==> src/rtl/mem_arbiter_if.sv <==
// Bundle of cache-side and RAM-side signals around mem_arbiter.
// The slave modport is the arbiter's view; master is the caches/RAM side.
`ifndef DATA_W
`define DATA_W 32
`endif
`ifndef DATA_ADDR_W
`define DATA_ADDR_W 32
`endif

interface mem_arbiter_if #(
    parameter int unsigned NUM_PORTS = 2,
    parameter int unsigned DATA_W    = `DATA_W,
    parameter int unsigned ADDR_W    = `DATA_ADDR_W
);
    logic [NUM_PORTS-1:0]        m_read;
    logic [NUM_PORTS-1:0]        m_write;
    logic [NUM_PORTS-1:0]        m_atomic;
    logic [NUM_PORTS*ADDR_W-1:0] m_addr;
    logic [NUM_PORTS*DATA_W-1:0] m_data_w;
    logic [NUM_PORTS-1:0]        m_wait;
    logic [DATA_W-1:0]           m_data_r;
    logic [NUM_PORTS-1:0]        grant;
    logic                        ram_read;
    logic                        ram_write;
    logic                        ram_atomic;
    logic [ADDR_W-1:0]           ram_addr;
    logic [DATA_W-1:0]           ram_data_w;
    logic                        ram_wait;
    logic [DATA_W-1:0]           ram_data_r;

    modport slave (
        input  m_read, m_write, m_atomic, m_addr, m_data_w, ram_wait, ram_data_r,
        output m_wait, m_data_r, grant, ram_read, ram_write, ram_atomic, ram_addr, ram_data_w
    );

    modport master (
        output m_read, m_write, m_atomic, m_addr, m_data_w, ram_wait, ram_data_r,
        input  m_wait, m_data_r, grant, ram_read, ram_write, ram_atomic, ram_addr, ram_data_w
    );
endinterface

==> src/rtl/mem_arbiter.sv <==
// Round-robin, burst-locked arbiter of per-core cache RAM ports onto one RAM port.
// Define ARB_TIMEOUT_EN to revoke non-atomic grants held for MAX_HOLD cycles under contention.
`ifndef DATA_W
`define DATA_W 32
`endif
`ifndef DATA_ADDR_W
`define DATA_ADDR_W 32
`endif

module mem_arbiter #(
    parameter int unsigned NUM_PORTS = 2,
    parameter int unsigned DATA_W    = `DATA_W,
    parameter int unsigned ADDR_W    = `DATA_ADDR_W,
    parameter int unsigned MAX_HOLD  = 64
) (
    input logic          clk,
    input logic          rst,
    mem_arbiter_if.slave bus
);
    localparam int unsigned IDX_W = $clog2(NUM_PORTS);

    if (NUM_PORTS < 2 || NUM_PORTS > 4 || MAX_HOLD == 0) begin : g_param_check
        $error("mem_arbiter: NUM_PORTS must be 2..4 and MAX_HOLD nonzero");
    end

    typedef enum logic {IDLE, GRANT} state_t;

    state_t               state, state_n;
    logic [IDX_W-1:0]     grant_idx, grant_idx_n;
    logic [IDX_W-1:0]     last_idx, last_idx_n;
    logic [NUM_PORTS-1:0] req;
    logic [NUM_PORTS-1:0] others;

`ifdef ARB_TIMEOUT_EN
    localparam int unsigned HOLD_W = $clog2(MAX_HOLD + 1);
    logic [HOLD_W-1:0] hold_cnt, hold_cnt_n;
`endif

    // First requester strictly after base, wrapping; base itself is scanned last.
    function automatic logic [IDX_W-1:0] rr_pick(input logic [NUM_PORTS-1:0] r,
                                                 input logic [IDX_W-1:0] base);
        logic [IDX_W-1:0] pick;
        logic             found;
        int unsigned      k;
        pick  = base;
        found = 1'b0;
        for (int unsigned i = 1; i <= NUM_PORTS; i++) begin
            k = (32'(base) + i) % NUM_PORTS;
            if (!found && r[k[IDX_W-1:0]]) begin
                pick  = k[IDX_W-1:0];
                found = 1'b1;
            end
        end
        return pick;
    endfunction

    assign req    = bus.m_read | bus.m_write | bus.m_atomic;
    assign others = req & ~(NUM_PORTS'(1) << grant_idx);

    always_ff @(posedge clk) begin
        if (rst) begin
            state     <= IDLE;
            grant_idx <= '0;
            last_idx  <= IDX_W'(NUM_PORTS - 1);
`ifdef ARB_TIMEOUT_EN
            hold_cnt  <= '0;
`endif
        end else begin
            state     <= state_n;
            grant_idx <= grant_idx_n;
            last_idx  <= last_idx_n;
`ifdef ARB_TIMEOUT_EN
            hold_cnt  <= hold_cnt_n;
`endif
        end
    end

    always_comb begin
        state_n     = state;
        grant_idx_n = grant_idx;
        last_idx_n  = last_idx;
`ifdef ARB_TIMEOUT_EN
        hold_cnt_n  = hold_cnt;
`endif
        case (state)
            IDLE: begin
                if (|req) begin
                    grant_idx_n = rr_pick(req, last_idx);
                    state_n     = GRANT;
`ifdef ARB_TIMEOUT_EN
                    hold_cnt_n  = '0;
`endif
                end
            end
            GRANT: begin
                if (!req[grant_idx]) begin
                    last_idx_n = grant_idx;
                    if (|others) begin
                        grant_idx_n = rr_pick(others, grant_idx);
`ifdef ARB_TIMEOUT_EN
                        hold_cnt_n  = '0;
`endif
                    end else begin
                        state_n = IDLE;
                    end
                end
`ifdef ARB_TIMEOUT_EN
                else if (hold_cnt == HOLD_W'(MAX_HOLD) && !bus.m_atomic[grant_idx] && |others) begin
                    last_idx_n  = grant_idx;
                    grant_idx_n = rr_pick(others, grant_idx);
                    hold_cnt_n  = '0;
                end else if (hold_cnt != HOLD_W'(MAX_HOLD)) begin
                    hold_cnt_n = hold_cnt + 1'b1;
                end
`endif
            end
            default: state_n = IDLE;
        endcase
    end

    always_comb begin
        bus.m_wait     = '1;
        bus.m_data_r   = '0;
        bus.grant      = '0;
        bus.ram_read   = 1'b0;
        bus.ram_write  = 1'b0;
        bus.ram_atomic = 1'b0;
        bus.ram_addr   = '0;
        bus.ram_data_w = '0;
        if (state == GRANT) begin
            bus.grant[grant_idx]  = 1'b1;
            bus.m_wait[grant_idx] = bus.ram_wait;
            bus.m_data_r          = bus.ram_data_r;
            bus.ram_write         = bus.m_write[grant_idx];
            bus.ram_read          = bus.m_read[grant_idx] & ~bus.m_write[grant_idx];
            bus.ram_atomic        = bus.m_atomic[grant_idx];
            bus.ram_addr          = bus.m_addr[32'(grant_idx) * ADDR_W +: ADDR_W];
            bus.ram_data_w        = bus.m_data_w[32'(grant_idx) * DATA_W +: DATA_W];
        end
    end
endmodule

==> src/flat_wrapper.sv <==
// flat-port wrapper written by rule: the top's interface ports become plain ports
module mem_arbiter_flat 
#(
    parameter int unsigned NUM_PORTS = 2,
    parameter int unsigned DATA_W    = `DATA_W,
    parameter int unsigned ADDR_W    = `DATA_ADDR_W,
    parameter int unsigned MAX_HOLD  = 64
)
  (clk, rst, bus_m_read, bus_m_write, bus_m_atomic, bus_m_addr, bus_m_data_w, bus_ram_wait, bus_ram_data_r, bus_m_wait, bus_m_data_r, bus_grant, bus_ram_read, bus_ram_write, bus_ram_atomic, bus_ram_addr, bus_ram_data_w);
  mem_arbiter_if #(.NUM_PORTS(NUM_PORTS), .DATA_W(DATA_W), .ADDR_W(ADDR_W)) bus_i ();
  input logic clk;
  input logic rst;
  input wire logic [$bits(bus_i.m_read)-1:0] bus_m_read;
  input wire logic [$bits(bus_i.m_write)-1:0] bus_m_write;
  input wire logic [$bits(bus_i.m_atomic)-1:0] bus_m_atomic;
  input wire logic [$bits(bus_i.m_addr)-1:0] bus_m_addr;
  input wire logic [$bits(bus_i.m_data_w)-1:0] bus_m_data_w;
  input wire logic [$bits(bus_i.ram_wait)-1:0] bus_ram_wait;
  input wire logic [$bits(bus_i.ram_data_r)-1:0] bus_ram_data_r;
  output wire logic [$bits(bus_i.m_wait)-1:0] bus_m_wait;
  output wire logic [$bits(bus_i.m_data_r)-1:0] bus_m_data_r;
  output wire logic [$bits(bus_i.grant)-1:0] bus_grant;
  output wire logic [$bits(bus_i.ram_read)-1:0] bus_ram_read;
  output wire logic [$bits(bus_i.ram_write)-1:0] bus_ram_write;
  output wire logic [$bits(bus_i.ram_atomic)-1:0] bus_ram_atomic;
  output wire logic [$bits(bus_i.ram_addr)-1:0] bus_ram_addr;
  output wire logic [$bits(bus_i.ram_data_w)-1:0] bus_ram_data_w;
  assign bus_i.m_read = bus_m_read;
  assign bus_i.m_write = bus_m_write;
  assign bus_i.m_atomic = bus_m_atomic;
  assign bus_i.m_addr = bus_m_addr;
  assign bus_i.m_data_w = bus_m_data_w;
  assign bus_i.ram_wait = bus_ram_wait;
  assign bus_i.ram_data_r = bus_ram_data_r;
  assign bus_m_wait = bus_i.m_wait;
  assign bus_m_data_r = bus_i.m_data_r;
  assign bus_grant = bus_i.grant;
  assign bus_ram_read = bus_i.ram_read;
  assign bus_ram_write = bus_i.ram_write;
  assign bus_ram_atomic = bus_i.ram_atomic;
  assign bus_ram_addr = bus_i.ram_addr;
  assign bus_ram_data_w = bus_i.ram_data_w;
  mem_arbiter #(.NUM_PORTS(NUM_PORTS), .DATA_W(DATA_W), .ADDR_W(ADDR_W), .MAX_HOLD(MAX_HOLD)) u_core (.clk(clk), .rst(rst), .bus(bus_i));
endmodule
==> config.mk <==
export PLATFORM = sky130hd
export DESIGN_NAME = mem_arbiter_flat
export DESIGN_NICKNAME = d
export VERILOG_FILES = /design/src/rtl/mem_arbiter_if.sv /design/src/rtl/mem_arbiter.sv /design/src/flat_wrapper.sv
export SDC_FILE = /design/constraint.sdc
export NUM_CORES = 1
export LEC_CHECK = 0
export ABC_AREA = 1
export CAP_MARGIN = 20
export CORE_AREA = 2 2 106 108
export CTS_CLUSTER_SIZE = 8
export DETAILED_ROUTE_END_ITERATION = 8
export DIE_AREA = 0 0 108 110
export PLACE_DENSITY_LB_ADDON = 0.05
export SETUP_SLACK_MARGIN = 0.02
export SLEW_MARGIN = 30
export SYNTH_ARGS = -nofsm -noshare
export SYNTH_HDL_FRONTEND = slang
export SYNTH_SLANG_ARGS = --single-unit
==> constraint.sdc <==
create_clock -name clk -period 1.1 [get_ports clk]
set_input_delay 0.22 -clock clk [delete_from_list [all_inputs] [get_ports clk]]
set_output_delay 0.22 -clock clk [all_outputs]
set_load 0.005 [all_outputs]
Word-level counts from Yosys, hierarchy flattened

Index checks and enable logic that the tools add are counted.

Memories: 0
Output and inout bits: 103
Memory bits (read-only): 0
Register bits after elaboration: 3
Latch bits: 0
Bits in writable memories: 0

Multipliers: 0
Magnitude comparators: 6
Multiplexer cells: 45
Bitwise logic cells: 10
Div/mod/pow operators: 0
Add/subtract/negate cells: 4
Shifts and indexed selects: 3
Reductions and logical operators: 9
Equality and inequality tests: 4

Operators with widths:

| operator            | number |
|---|---|
| $shiftx 64x7->32    | 2 |
| $mux 32             | 3 |
| $mux 1              | 37 |
| $lt 1x2->1 const B  | 5 |
| $or 2x2->2          | 3 |
| $add 1x1->1 const B | 4 |
| $mux 2              | 2 |
| $ne 2x2->1 const B  | 2 |
| $not 2->2           | 2 |
| $pmux 1 s2          | 2 |
| $reduce_and 4->1    | 1 |
| $reduce_or 2->1     | 2 |
| $logic_and 1x1->1   | 3 |
| $ne 3x3->1 const B  | 1 |
| $not 1->1           | 3 |
| $and 2x2->2         | 1 |
| $logic_not 1->1     | 2 |
| $ne 2x1->1 const B  | 1 |
| $reduce_and 2->1    | 1 |
| $shl 1x1->2 const A | 1 |
| $and 1x1->1         | 1 |
| $demux 1 s1         | 1 |
| $ge 1x1->1 const B  | 1 |

Longest topological paths before layout

Gate-level depths: netlist of the first run.

Depth in word-level cells: 15
Depth in mapped cells: 9

Worst setup path after synthesis of the first run

No wires, ideal clock.

Path type: reg2out
From: register u_core.state
To: output port bus_ram_data_w[10]
Arrival: 1,022 ps
Path buffers: 3
Slack: -142 ps
Stages on the path, launching flop included: 7
Path through: dfxtp_1 buf_4 inv_2 nor2_4 buf_6 buf_4 a22o_1

Cells in the longest elaborated chain, start to end: 1

Ends and longest elaborated chain:

| item                     | line               | source |
|---|---|---|
| start: declaration       | mem_arbiter.sv:28  | `state_t state, state_n;` |
| start signal: assignment | mem_arbiter.sv:69  | `state <= state_n;` |
| $mux 32                  | mem_arbiter.sv:130 | `if (state == GRANT) begin` |
| end: declaration         | flat_wrapper.sv:27 | `output wire logic [$bits(bus_i.ram_data_w)-1:0] bus_ram_data_w;` |

Every way passes these cells.

Worst setup path in the final report of the first run

From: register u_core.state
To: output port bus_ram_data_w[21]

The elaborated chain is that of the path after synthesis.

==> flow_summary.toml, run 1 <==
[outcome]
status = "finished with violations"
violations = "negative setup slack"

[logic_synthesis]
synth_cell_type_count = 18
synth-xor-area-share_pct = 0
synth-compound-area-share_pct = 50.42
synth_top_area_cell = "a22o_1"
yosysMostFrequentCell = "a22o_1"
synth_top_cell_area_share_pct = 47.56
synthMuxAreaShare_pct = 0
synth_top_family_by_area = "compound AO/OA/AOI/OAI gates"
synth_nets = 363
yosysWarnings = 0
synth_common_cells = "a22o_1, nand2_1, inv_1, buf_2, nor2_1"
synth_area_leaders = "a22o_1, nand2_1, inv_1"
syn_inst = 194
ys.flop_type = "dfxtp_1"
ys_ff_latch = 3
synth-simple-area-share_pct = 20.70
syn_area_um2 = 1179
synth-edff-count = 0
async_flop_share_pct = 0
yosysSeqAreaShare_pct = 5.096
synth_fa_ha_area_share_pct = 0
syn_area_per_cell_um2 = 6.075

[clocking]
clock_latency_ns = 0.22
cts_tree = "built"
ctsHtreeMaxLevel = 1
clkSinkCount = 3
clock_path_buffers = 2
clock-root-buffer = "clkbuf_8"
path_clk_slew_ns = 0.03
cts_buffers = 3
postCtsHoldBufs = 0

[grt]
grt_pass1_vias = 2571
grt_overflow = 0
met3_usage_pct = 6.408
grt.total_usage_pct = 15.85
antenna_found_initial = 0
grtUsageMet2_pct = 30.82
grt_first_pass_wirelength_mm = 14.46
top_usage_layer = "met2"
grt_util_met1_pct = 16.20
grt_max_degree = 33

[route]
dr_total_vias = 2666
wl_per_cell_um = 16.77
drt_wl_total_mm = 10.88
viasPerCell = 4.108
drt_iter0_markers = 96
drc_errors = 0
drt_pass1_iterations = 6
ant_nets = 0

[min_path]
hp-start = "bus_m_atomic[0]"
min_path_type = "in -> reg"
holdPathStages = 6

[critical_path]
crit_path_end = "bus_ram_data_w[21]"
r2r_slack_ns = -0.08
critical_path_class = "reg -> out"
setup.worst_path.end_class = "primary output"
crit_arrival_ns = 1.44
ff2ff_path_depth = 7
critPathLaunchType = "flop"
r2r-start = "u_core.state$_SDFF_PP0_"
r2r-end = "u_core.last_idx$_SDFFE_PP1N_"
cp-startpoint = "u_core.state$_SDFF_PP0_"
path_max_fanout = 8
cp.required_ns = 0.88

[floorplan]
core_area_um2 = 10700
chipWidth_um = 108
rows = 38
dieArea_um2 = 11880
io_pins = 272
start_util_pct = 11.02
chipHeight_um = 110

[sta]
fin_crit_sh_pct = 150.8
rsz0062_at_grt = "true"
max_freq_mhz = 602.9
tightest_slew_ns = 0.1817
slew_headroom_pct = 87.86
timing.final.ws_setup_ns = -0.5587
fin_crit_ns = 1.659
skew_ns = 0.001673
finalSetupViolations = 105
whs_ns = 0.5039
hold_violations = 0
drv_slew = 0

[finish]
drive_above_1_share_pct = 44.40
area_delta_synth_final_pct = 295.9
antenna_cells = 0
nets = 679

[placement]
hpwlAfterDp_mm = 8.073
routabilityCongestion = 0.7361
place_ws_ns = -0.6956
port_buffers = 271

[job]
cap_violations = 0

[power_and_ir_drop]
peakVddDrop_v = 0.0002719
power_density_nw_per_um2 = 540.3
p_leak_nw = 2.508
[power breakdown]
group	total, mW	leakage [nW]	switching [mW]	internal (mW)
Sequential	0.129	0.0258	0.0132	0.116
Clock	0.325	0.0228	0.0771	0.247
Combinational	2.07	2.46	0.717	1.35
Total	2.52	2.51	0.808	1.71
[final cells by class]
type | count | area, µm²
Clock buffer | 4 | 45.04
Fill cell | 1103 | 6032
Inverter | 43 | 171.4
Multi-Input combinational cell | 130 | 1039
Sequential cell | 3 | 67.56
Tap cell | 140 | 175.2
Timing Repair Buffer | 329 | 3168
[worst min path at each step]
stage	end	slack, ns
CTS	u_core.last_idx$_SDFFE_PP1N_	0.52
floorplan	u_core.state$_SDFF_PP0_	0.29
global route	u_core.state$_SDFF_PP0_	0.52
global placement	u_core.last_idx$_SDFFE_PP1N_	0.50
finish	u_core.grant_idx$_SDFFE_PP0P_	0.50
detailed placement	u_core.last_idx$_SDFFE_PP1N_	0.51
[flip-flops by register name (all words and copies together), names as in the netlist]
| register | cells |
|---|---|
| u_core.grant_idx | 1 |
| u_core.last_idx | 1 |
| u_core.state | 1 |
[repair_timing]
action,in CTS,in global routing
pin swaps,52,37
cloned,5,3
setup endpoints to repair,105,105
resized for setup,395,148
buffers inserted,23,16
[stage by stage]
step	util (%)	TNS [ns]	cells	total power, mW	instance area, µm²
detailed placement	38.71	-60.05	607	1.988	4141
CTS	40.77	-45.29	639	2.399	4362
global placement	38.71	-58.65	607	1.989	4141
finish	43.61	-42.80	649	2.521	4666
global route	43.61	-48.95	649	2.690	4666
floorplan	-	-3.677	194	0.6376	1195
[cells by family (layout without fill, tap and decap cells)]
group	after synthesis	count (layout)
compound gates	70	70
buf+inv	61	376
simple gates	60	60
flops	3	3
[critical path, cell delays in order (launching register included)]
cell and delay (ns):
dfxtp_4 0.36, nand2_4 0.08, inv_4 0.04, buf_12 0.14, buf_12 0.14, buf_12 0.12
a22o_1 0.20, buf_2 0.13
[placed cells by master, fill, tap and decap left out, types with 5 or more instances in the layout]
cell type,synthesis,layout
nand2_4,0,16
inv_2,3,18
buf_4,3,15
clkdlybuf4s50_1,0,163
buf_8,0,5
a22o_1,64,64
inv_1,40,21
buf_2,8,71
buf_12,0,9
buf_6,4,43
nand2_1,45,13
nand2_2,2,18
dlymetal6s2s_1,0,8
[per-layer routing]
metal  wire length [µm]  vias to the layer above
li1                   -                     1305
met1               3691                     1192
met2               5747                      163
met3               1366                        6
met4                 78                        0
met5                  0                        -
(Power assumes the default switching activity.)
==> run 2, diff against run 1 <==
==> constraint.sdc (replaced) <==
create_clock -name clk -period 1.1 [get_ports clk]
set_input_delay 0.22 -clock clk [delete_from_list [all_inputs] [get_ports clk]]
set_output_delay 0.22 -clock clk [all_outputs]
set_load 0.05 [all_outputs]
==> run 2 against run 1 <==
Effect of this change: the run still ends with negative setup slack left; core utilization up 15 points; worst setup slack better by 0.082 ns; register-to-register slack about the same; clock power down 3%; sequential power about the same; cell area up 33%; clock-buffer cell count unchanged; via count down 3.9%; combinational power up 110%; hold slack worse by 0.053 ns; global-route usage down 0.92 points; critical endpoint is now bus_ram_addr[15]; largest power group unchanged.
==> flow_summary.toml, run 2 (same netlist as run 1, synthesis figures left out) <==
[outcome]
status = "finished with violations"
violations = "negative setup slack"

[route]
ant_nets = 0
drc_errors = 0
dr_total_vias = 2561
drt_wl_total_mm = 9.626
drt_pass1_iterations = 4
wl_per_cell_um = 15.40
drt_iter0_markers = 48
viasPerCell = 4.098

[floorplan]
chipHeight_um = 110
io_pins = 272
rows = 38
dieArea_um2 = 11880
core_area_um2 = 10700
start_util_pct = 11.02
chipWidth_um = 108

[grt]
grt.total_usage_pct = 14.93
grt_pass1_vias = 2649
grt_overflow = 0
grt_max_degree = 33
grt_first_pass_wirelength_mm = 13.99
antenna_found_initial = 1

[power_and_ir_drop]
p_clk_share_pct = 6.7
p_sw_mw = 2.036
power.internal_mw = 2.656
swShare_pct = 43.40
power_density_nw_per_um2 = 753.7
power_frac_seq_pct = 2.7
peakVddDrop_v = 0.0003793
p_leak_nw = 2.676
total_power_mw = 4.693
p_comb_share_pct = 90.6

[sta]
whs_ns = 0.4513
fin_crit_ns = 1.577
drv_slew = 0
rsz0062_at_grt = "true"
slew_headroom_pct = 80.12
hold_violations = 0
fin_crit_sh_pct = 143.3
finalSetupViolations = 105
max_freq_mhz = 634.2
skew_ns = 0.002514
tightest_slew_ns = 0.2982
timing.final.ws_setup_ns = -0.4768

[min_path]
min_path_type = "in -> reg"

[clocking]
clkSinkCount = 3
path_clk_slew_ns = 0.03
cts_buffers = 3
ctsHtreeMaxLevel = 1
clock-root-buffer = "clkbuf_8"
clock_path_buffers = 2
clock_latency_ns = 0.21
cts_tree = "built"

[critical_path]
cpPeakStageDelay_ns = 0.35
setup.worst_path.end_class = "primary output"
path_max_fanout = 10
cp.required_ns = 0.88
crit_slowest_cell = "dfxtp_4"
crit_arrival_ns = 1.36
cp_cell_sequence = "inv_4 -> nor2_4 -> buf_12 -> clkbuf_16 -> a22o_4 -> buf_12"
crit_top_cell = "buf_12"
critical_path_class = "reg -> out"
critPathLaunchType = "flop"

[finish]
fin_util_pct = 58.20
layout.cells.non_filler = 625
antenna_cells = 0
layout_common_cells = "clkdlybuf4s50_1, buf_12, a22o_4, nand2_1, clkinvlp_4"
nFillCells = 906
layout_commonest_cell = "clkdlybuf4s50_1"
area_delta_synth_final_pct = 428.2
largestRegisters = "u_core.grant_idx x1, u_core.last_idx x1, u_core.state x1"
nets = 655
drive_above_1_share_pct = 54.64

[job]
cap_violations = 0

[placement]
place_ws_ns = -0.3732
hpwlAfterDp_mm = 8.139
port_buffers = 271
dp.cells = 612
routabilityCongestion = 0.7214
[run 2: worst paths after layout]
check	start	endpoint	slack (ns)	cells after the start
max	u_core.state$_SDFF_PP0_	bus_ram_addr[15]	-0.48	6
min	bus_m_atomic[0]	u_core.state$_SDFF_PP0_	0.45	4
max reg2reg	u_core.state$_SDFF_PP0_	u_core.last_idx$_SDFFE_PP1N_	-0.09	7
min reg2reg	u_core.last_idx$_SDFFE_PP1N_	u_core.last_idx$_SDFFE_PP1N_	0.59	2
[run 2: cell type report]
class / instances / area, µm² / area share (%)
Clock buffer: 4 / 45.04 / 0.7235
Inverter: 43 / 286.5 / 4.602
Multi-Input combinational cell: 130 / 1473 / 23.65
Sequential cell: 3 / 67.56 / 1.085
Tap cell: 140 / 175.2 / 2.814
Timing Repair Buffer: 305 / 4179 / 67.12
[run 2: power groups by stage]
stage,logic (mW),clock network (mW),registers (mW)
after floorplan,1.85,0,0.127
after global placement,4.05,0,0.130
after detailed placement,4.08,0,0.130
after CTS,4.22,0.326,0.127
after global routing,4.41,0.335,0.128
final,4.25,0.316,0.127
[run 2: metal layers]
metal	track usage (%)	vias up	part of all wire, %
li1	-	1251	-
met1	14.32	1162	31
met2	31.18	139	58
met3	4.938	7	10
met4	2.015	2	0.71
met5	0	-	0.18
[run 2: worst max-delay path: cells and delay by family, from the launching register on]
kind | cells | cell delay (ns)
simple gates | 1 | 0.03
flops | 1 | 0.35
buf+inv | 4 | 0.52
compound gates | 1 | 0.23
[run 2: metrics by stage]
step,setup TNS (ns),area (µm²)
final,-44.16,6226
after global routing,-49.26,6226
after CTS,-45.78,6092
after detailed placement,-29.14,5807
after global placement,-28.43,5807
after floorplan,-18.04,1755
[run 2: repair_timing]
item                       CTS  global route
resized for setup           41            23
buffers inserted             5             2
hold buffers                 0             0
pin swaps                    4             6
cloned                       1             1
setup endpoints to repair  105           106
